**src/rtl/axi_lite_mailbox.sv**
```systemverilog
// rtl/axi_lite_mailbox.sv - AXI-lite MMIO word mailbox between core and host agent
//
// Purpose: core writes to TXDATA push into a TX FIFO that the host drains over a
// valid/ready stream; the host pushes into an RX FIFO that the core pops by
// reading RXDATA. STATUS exposes full/empty flags and counts, CTRL holds irq_en
// and a self-clearing flush. irq is a registered level of irq_en & ~rx_empty.
//
// Ports:
//   clk, rst                 clock, asynchronous active-high reset
//   s_aw*/s_w*/s_b*          AXI-lite write address/data/response channels
//   s_ar*/s_r*               AXI-lite read address/data channels
//   h_tx_data/valid/ready    TX FIFO head toward the host
//   h_rx_data/valid/ready    host words into the RX FIFO
//   irq                      registered level interrupt
module axi_lite_mailbox #(
  parameter int ADDR_WIDTH = 64,
  parameter int DATA_WIDTH = 64,
  parameter int DEPTH      = 8
) (
  input  logic                    clk,
  input  logic                    rst,
  input  logic [ADDR_WIDTH-1:0]   s_awaddr,
  input  logic                    s_awvalid,
  output logic                    s_awready,
  input  logic [DATA_WIDTH-1:0]   s_wdata,
  input  logic [DATA_WIDTH/8-1:0] s_wstrb,
  input  logic                    s_wvalid,
  output logic                    s_wready,
  output logic [1:0]              s_bresp,
  output logic                    s_bvalid,
  input  logic                    s_bready,
  input  logic [ADDR_WIDTH-1:0]   s_araddr,
  input  logic                    s_arvalid,
  output logic                    s_arready,
  output logic [DATA_WIDTH-1:0]   s_rdata,
  output logic [1:0]              s_rresp,
  output logic                    s_rvalid,
  input  logic                    s_rready,
  output logic [DATA_WIDTH-1:0]   h_tx_data,
  output logic                    h_tx_valid,
  input  logic                    h_tx_ready,
  input  logic [DATA_WIDTH-1:0]   h_rx_data,
  input  logic                    h_rx_valid,
  output logic                    h_rx_ready,
  output logic                    irq
);

  localparam int PW = $clog2(DEPTH);
  localparam int CW = PW + 1;
  localparam logic [1:0] OKAY   = 2'd0;
  localparam logic [1:0] SLVERR = 2'd2;
  localparam logic [1:0] A_TXDATA = 2'd0;
  localparam logic [1:0] A_RXDATA = 2'd1;
  localparam logic [1:0] A_STATUS = 2'd2;
  localparam logic [1:0] A_CTRL   = 2'd3;

  typedef enum logic {W_IDLE, W_RESP} w_state_t;
  typedef enum logic {R_IDLE, R_RESP} r_state_t;

  w_state_t w_state, w_next;
  r_state_t r_state, r_next;

  logic [DATA_WIDTH-1:0] tx_mem [DEPTH];
  logic [DATA_WIDTH-1:0] rx_mem [DEPTH];
  logic [PW-1:0] tx_rd, tx_wr, rx_rd, rx_wr;
  logic [CW-1:0] tx_count, rx_count;
  logic          irq_en;

  logic tx_full, tx_empty, rx_full, rx_empty;
  logic aw_hs, ar_hs;
  logic tx_push, tx_pop, rx_push, rx_pop, flush_now;
  logic [1:0] waddr, raddr;
  logic [DATA_WIDTH-1:0] status;

  assign waddr    = s_awaddr[4:3];
  assign raddr    = s_araddr[4:3];
  assign tx_full  = (tx_count == CW'(DEPTH));
  assign tx_empty = (tx_count == '0);
  assign rx_full  = (rx_count == CW'(DEPTH));
  assign rx_empty = (rx_count == '0);

  // Bits outside the decoded address field and the byte strobes are not used.
  logic unused_bits;
  assign unused_bits = ^{s_wstrb, s_awaddr[ADDR_WIDTH-1:5], s_awaddr[2:0],
                         s_araddr[ADDR_WIDTH-1:5], s_araddr[2:0]};

  // ---------------- write FSM ----------------
  always_ff @(posedge clk or posedge rst) begin
    if (rst) w_state <= W_IDLE;
    else     w_state <= w_next;
  end

  always_comb begin
    w_next    = w_state;
    s_awready = 1'b0;
    s_wready  = 1'b0;
    aw_hs     = 1'b0;
    case (w_state)
      W_IDLE: begin
        // Address and data are only taken together.
        aw_hs     = ~rst & s_awvalid & s_wvalid;
        s_awready = aw_hs;
        s_wready  = aw_hs;
        if (aw_hs) w_next = W_RESP;
      end
      W_RESP: if (s_bready) w_next = W_IDLE;
      default: w_next = W_IDLE;
    endcase
  end

  assign s_bvalid = (w_state == W_RESP);

  // ---------------- read FSM ----------------
  always_ff @(posedge clk or posedge rst) begin
    if (rst) r_state <= R_IDLE;
    else     r_state <= r_next;
  end

  always_comb begin
    r_next    = r_state;
    s_arready = 1'b0;
    ar_hs     = 1'b0;
    case (r_state)
      R_IDLE: begin
        s_arready = ~rst;
        ar_hs     = ~rst & s_arvalid;
        if (ar_hs) r_next = R_RESP;
      end
      R_RESP: if (s_rready) r_next = R_IDLE;
      default: r_next = R_IDLE;
    endcase
  end

  assign s_rvalid = (r_state == R_RESP);

  // ---------------- FIFO control ----------------
  // Flush wins over any host-side transfer in its handshake cycle.
  assign flush_now  = aw_hs & (waddr == A_CTRL) & s_wdata[1];
  assign tx_push    = aw_hs & (waddr == A_TXDATA) & ~tx_full;
  assign tx_pop     = ~tx_empty & h_tx_ready & ~flush_now;
  assign h_rx_ready = ~rx_full & ~flush_now;
  assign rx_push    = h_rx_valid & h_rx_ready;
  assign rx_pop     = ar_hs & (raddr == A_RXDATA) & ~rx_empty;

  assign h_tx_valid = ~tx_empty;
  assign h_tx_data  = tx_mem[tx_rd];

  always_ff @(posedge clk) begin
    if (tx_push) tx_mem[tx_wr] <= s_wdata;
    if (rx_push) rx_mem[rx_wr] <= h_rx_data;
  end

  always_ff @(posedge clk or posedge rst) begin
    if (rst) begin
      tx_rd <= '0; tx_wr <= '0; tx_count <= '0;
      rx_rd <= '0; rx_wr <= '0; rx_count <= '0;
    end else if (flush_now) begin
      tx_rd <= '0; tx_wr <= '0; tx_count <= '0;
      rx_rd <= '0; rx_wr <= '0; rx_count <= '0;
    end else begin
      if (tx_push) tx_wr <= tx_wr + 1'b1;
      if (tx_pop)  tx_rd <= tx_rd + 1'b1;
      if (tx_push & ~tx_pop)      tx_count <= tx_count + 1'b1;
      else if (tx_pop & ~tx_push) tx_count <= tx_count - 1'b1;
      if (rx_push) rx_wr <= rx_wr + 1'b1;
      if (rx_pop)  rx_rd <= rx_rd + 1'b1;
      if (rx_push & ~rx_pop)      rx_count <= rx_count + 1'b1;
      else if (rx_pop & ~rx_push) rx_count <= rx_count - 1'b1;
    end
  end

  // ---------------- registers and responses ----------------
  always_comb begin
    status        = '0;
    status[0]     = tx_full;
    status[1]     = tx_empty;
    status[2]     = rx_full;
    status[3]     = rx_empty;
    status[15:8]  = 8'(tx_count);
    status[23:16] = 8'(rx_count);
  end

  always_ff @(posedge clk or posedge rst) begin
    if (rst) begin
      s_bresp <= OKAY;
      irq_en  <= 1'b0;
      irq     <= 1'b0;
      s_rdata <= '0;
      s_rresp <= OKAY;
    end else begin
      irq <= irq_en & ~rx_empty;
      if (aw_hs) begin
        s_bresp <= (waddr == A_TXDATA && tx_full) ? SLVERR : OKAY;
        if (waddr == A_CTRL) irq_en <= s_wdata[0];
      end
      if (ar_hs) begin
        s_rresp <= OKAY;
        case (raddr)
          A_TXDATA: s_rdata <= '0;
          A_RXDATA: begin
            if (rx_empty) begin
              s_rdata <= '0;
              s_rresp <= SLVERR;
            end else begin
              s_rdata <= rx_mem[rx_rd];
            end
          end
          A_STATUS: s_rdata <= status;
          default:  s_rdata <= {{(DATA_WIDTH-1){1'b0}}, irq_en};
        endcase
      end
    end
  end

endmodule

```
**config.mk**
```make
export PLATFORM = sky130hd
export DESIGN_NAME = axi_lite_mailbox
export DESIGN_NICKNAME = d
export VERILOG_FILES = /design/src/rtl/axi_lite_mailbox.sv
export SDC_FILE = /design/constraint.sdc
export NUM_CORES = 1
export LEC_CHECK = 0
export BUFFER_PORTS_ARGS = -buffer_cell sky130_fd_sc_hd__clkbuf_2
export CAP_MARGIN = 20
export CORE_MARGIN = 3
export CORE_UTILIZATION = 35
export DETAILED_ROUTE_END_ITERATION = 10
export GPL_TIMING_DRIVEN = 0
export SLEW_MARGIN = 40
export SYNTH_ARGS = -nofsm -noshare
export SYNTH_HDL_FRONTEND = slang
export SYNTH_SLANG_ARGS = --single-unit
```
**constraint.sdc**
```tcl
create_clock -name clk -period 22.8 [get_ports clk]
set_input_delay 1.14 -clock clk [delete_from_list [all_inputs] [get_ports clk]]
set_output_delay 1.14 -clock clk [all_outputs]
set_load 0.05 [all_outputs]
```
### Yosys cells after proc, flatten, opt, wreduce, memory -nomap -nowiden

Memories as Yosys holds them, arrays and structs flattened.
Index checks and enable logic that the tools add are counted.

| operators by class | value |
|---|---|
| add/sub/neg operators | 8 |
| equality and inequality tests | 5 |
| multiplexer cells | 32 |
| bitwise operators | 30 |
| reductions and logical operators | 12 |

Operators with widths:

| operator | count |
|---|---|
| $pmux W64 S3 | 1 |
| $mux W64 | 1 |
| $mux W3 | 8 |
| $mux W4 | 6 |
| $and A1 B1 Y1 | 18 |
| $add A3 B1 Y3 const B | 4 |
| $not A1 Y1 | 12 |
| $mux W1 | 11 |
| $add A4 B1 Y4 const B | 2 |
| $eq A4 B4 Y1 const B | 2 |
| $logic_not A4 Y1 | 2 |
| $reduce_bool A2 Y1 | 4 |
| $sub A4 B1 Y4 const B | 2 |
| $mux W2 | 3 |
| $reduce_bool A3 Y1 | 2 |
| $eq A2 B2 Y1 const B | 2 |
| $logic_not A2 Y1 | 2 |
| $pmux W1 S2 | 2 |
| $eq A2 B1 Y1 const B | 1 |
| $reduce_and A2 Y1 | 1 |
| $logic_and A1 B1 Y1 | 1 |

| storage, ports and cells | value |
|---|---|
| flip-flop bits (word level) | 92 |
| bits in writable memories | 1024 |
| bits of input ports | 273 |
| word-level logic and storage cells | 102 |
| memories kept | 2 |

Memories:

| name | words | bits a word | read ports | clocked after Yosys merged registers in | wr ports | RTL line | text |
|---|---|---|---|---|---|---|---|
| rx_mem | 8 | 64 | 1 | 0 | 1 | 64 | `logic [DATA_WIDTH-1:0] rx_mem [DEPTH];` |
| tx_mem | 8 | 64 | 1 | 0 | 1 | 63 | `logic [DATA_WIDTH-1:0] tx_mem [DEPTH];` |

### Logic depth before layout (Yosys ltp)

| logic depth | value |
|---|---|
| word-level depth | 14 |
| gate-level depth with buffers | 11 |

### Least setup slack after synthesis

Ideal clock, no wire load.

| timing path | value |
|---|---|
| path type | input to register |
| from | in rst |
| to | mem tx_mem[0][0], enable pin |
| library setup time | 0.645 ns |
| arrival | 8.194 ns |
| data required time | 22.155 ns |
| path slack | 13.961 ns |
| stages | 4 |
| cells stage by stage | nand4bb_1 inv_1 nand3_1 nor4_1 |

| between the ends | value |
|---|---|
| cells in the longest elaborated chain, start to end | 8 |

Ends and longest elaborated chain:

| element | RTL line | text |
|---|---|---|
| start: declaration | 21 | `input logic rst,` |
| $not A1 Y1 | 101 | `aw_hs = ~rst & s_awvalid & s_wvalid;` |
| $and A1 B1 Y1 (2 in series) | 101 |  |
| $mux W1 | -- |  |
| net s_awready | 24 | `output logic s_awready,` |
| $and A1 B1 Y1 (2 in series) | 139 | `assign tx_push = aw_hs & (waddr == A_TXDATA) & ~tx_full;` |
| $mux W1 | 149 | `if (tx_push) tx_mem[tx_wr] <= s_wdata;` |
| $mux W1 (implied by the code) | 149 |  |
| end: declaration | 63 |  |

The timed path passes the listed nets, and every way through them passes these cells.

### Worst setup path after layout

| timing path | value |
|---|---|
| from | in rst |
| to | out h_rx_ready |

| between the ends | value |
|---|---|
| cells in the longest elaborated chain, start to end | 8 |

Ends and longest elaborated chain:

| element | RTL line | text |
|---|---|---|
| $not A1 Y1 | 101 |  |
| $and A1 B1 Y1 (2 in series) | 101 |  |
| $mux W1 | 98 | `case (w_state)` |
| $and A1 B1 Y1 (2 in series) | 138 | `assign flush_now = aw_hs & (waddr == A_CTRL) & s_wdata[1];` |
| $not A1 Y1 | 141 | `assign h_rx_ready = ~rx_full & ~flush_now;` |
| $and A1 B1 Y1 | 141 |  |
| end: declaration | 44 | `output logic h_rx_ready,` |

No other way between the ends.

==> metrics <==
status=complete, no violations; first drt pass iteration count=5; GRT Total Usage=approximately 16%; crit path time final=5252 ps; hold buffers post-CTS=0; FF-to-FF setup slack=18760 ps; WP buf/inv=4; # Max-Cap Violations=0; crit-path cells=clkbuf_2 > nand4bb_1 > nor2_1 > clkbuf_1 > clkbuf_1 > nor2_1 > clkbuf_2; period utilisation layout=a little under a quarter; Worst path slowest cell=clkbuf_1; grt ovf=0; Worst Hold Class=register to register; area of the core=approximately 0.12 mm2; Worst path top cell family by delay=buffers and inverters; Worst-Margin Slew=827.0 ps; layer with the highest usage=met2; GRT met2 Usage=27.27%; clock latency on the worst-skew pair=700 ps; largest family of logic cells by synthesized area=multiplexers; CTS root buf=clkbuf_16; sequential-to-total area share from yosys stat=between 70% and 80%; Yosys cell types=51; DR vias/cell=5.008; setup TNS=0 ps; Yosys warnings=0; Slew Viols, Final=0; CP peak stage delay=600 ps; worst reg2reg endpoint=tx_mem[1][46]$_DFFE_PP_; CP endpoint kind=output pin; drt wl/cell=24.48 um; crit path launch=rst; leading cell type in the layout, fill and taps excluded=edfxtp_1; Max-slew headroom=around 45%; Crit path required time=21660 ps; commonest cells after routing, fill and taps aside=edfxtp_1 (1024), clkbuf_2 (296), mux4_2 (256); 1st-iter DRT viols=about 1600; Worst-path clk slew=60 ps; final number of setup-violating endpoints=0; final antenna-violating net count=0; Detailed Route WL=101900 um; Worst EP arrival=slightly above 4000 ps; Syn Inst Count=1882; die height=352.9 um; proportion of layout cells with a drive suffix above 1=about two fifths; RSZ-0062 raised after global routing=false; Vias=20850; Initial Util=~35%; DP Worst Slack=17530 ps; P&R area growth vs syn=20.85%; pwr/cell area=approximately 120 mW/mm2; endpoints failing hold=0; postcts setup bufs=0; crit path to=h_rx_ready; Cell Area, Synth=around 0.042 mm2; post-DP HPWL=71770 um; Max Fclk=0.1904 GHz; area share of fa/ha/maj cells after synthesis=0.3328%; mux share of post-synthesis cell area=16.97%; CTS tree=yes; fraction of registers with async set/reset=about 8.1%; FF-to-FF Start=s_bvalid$_DFF_PP0_; maximum VDD drop=0.00008058 V; clk_skew=25.52 ps; Leak=between 15 and 20 nW; Die X-Extent=352.9 um; Post-Syn Area per Cell=22.38 um2; Post-synth EDFFs=1024; dominant synthesized flop cell=edfxtp_1; H-tree depth=3; largest net degree at the start of global routing=67; Synth Area in Compound Gates=between 1 and 1.5%; met3 Track Usage GR=5.377%; cell count of the worst reg-to-reg path=11; CTS Sinks=1114; CP max FO=10; routability congestion estimate=about 0.76; XOR/XNOR Fraction of Synth Area=less than 1%; crit start category=primary input; simple-gate area share of the yosys netlist=under 10%; DRC Markers=0; Setup WS post-layout=17550 ps; global-route wire length before repair=about 150000 um; Max clock buf depth=3; WS Path Type=primary input to output pin; M1 GR Usage=20.57%; die area=0.1245 mm2; cts bufs inserted=115; initial antenna violation count=19; PortBufs=278; synthesized flop and latch total=1114; instance count on the critical path=7; Post-CTS Resized=0; fin nets=2745; row count=roughly 130; io pins=413; vias in the first global route=22470
## stage by stage
step | utilization, % | instance area [um2] | hold slack [ps] | instances | total power [mW]
finish | 42.87 | 50890 | 485.6 | 4163 | 6.179
global route | 42.85 | 50870 | 502.5 | 4155 | 6.449
CTS | 42.85 | 50860 | 491.5 | 4155 | 6.265
detailed placement | 39.82 | 47270 | 477.2 | 3945 | 4.474
global placement | 38.34 | 45510 | 474.2 | 3761 | 4.419
floorplan | - | 42120 | 480.9 | 1883 | 3.892
## cell families (layout without fill, tap and decap cells)
| group | Yosys count | count (layout) |
|---|---|---|
| flip-flops | 1114 | 1114 |
| multiplexers | 386 | 386 |
| AND/OR/NAND/NOR | 160 | 160 |
| buffers and inverters | 104 | 776 |
| AO/OA/AOI/OAI | 94 | 94 |
| XOR/XNOR | 13 | 13 |
| adder cells (fa/ha/maj) | 10 | 10 |
| other | 1 | 10 |
## report_power, final
group	internal, mW	switching [mW]
Combinational	0.720	1.18
Sequential	2.42	0.0763
Clock	1.03	0.757
## registers in the layout (all words and copies together), names as in the netlist, 3 cells and up
register / count
rx_mem: 512
tx_mem: 512
s_rdata: 64
rx_count: 4
tx_count: 4
rx_rd: 3
rx_wr: 3
tx_rd: 3
tx_wr: 3
## worst min-delay path by stage
| stage | depth (start not counted) | start | endpoint |
|---|---|---|---|
| after detailed placement | 2 | s_rdata[5]$_DFFE_PP0N_ | s_rdata[5]$_DFFE_PP0N_ |
| final | 2 | s_rdata[55]$_DFFE_PP0N_ | s_rdata[55]$_DFFE_PP0N_ |
| after CTS | 2 | s_rdata[55]$_DFFE_PP0N_ | s_rdata[55]$_DFFE_PP0N_ |
| after global routing | 2 | s_rdata[26]$_DFFE_PP0N_ | s_rdata[26]$_DFFE_PP0N_ |
| after global placement | 2 | s_rdata[5]$_DFFE_PP0N_ | s_rdata[5]$_DFFE_PP0N_ |
| after floorplan | 1 | irq_en$_DFFE_PP0N_ | irq$_DFF_PP0_ |
## layout make-up
type	instances	area, um2
Fill cell	10280	67820
Sequential cell	1114	33000
Multi-Input combinational cell	665	8770
Clock buffer	145	3062
Timing Repair Buffer	462	3032
Tap cell	1600	2002
Clock inverter	65	530.5
Buffer	94	427.9
Inverter	10	47.55
Antenna cell	8	20.02
## synth_stat cells, types with 9 or more instances
library cell     n  share of area, %
nor3_1          13              0.15
nor2_1          33              0.29
mux2_2          65               1.7
inv_1            9             0.080
nand2_1         78              0.70
a21oi_1         15              0.18
edfxtp_1      1024                73
dfrtp_1         90               5.3
nand3_1          9              0.11
mux2i_1         65               1.5
buf_2           25              0.30
o21ai_0         59              0.70
clkbuf_1        62              0.55
mux4_2         256                14
## worst min-delay path, cell delays in order (launching register included)
cell,delay [ps]
dfrtp_1,340
nand2_1,50
o21ai_0,60
## metal layers
metal / part of all wire (%) / vias to the layer above
li1: - / 8998
met1: 40 / 11000
met2: 50 / 669
met3: 8.7 / 166
met4: 2.0 / 22
met5: 0.15 / -
Power figures use the tool's default switching activity.
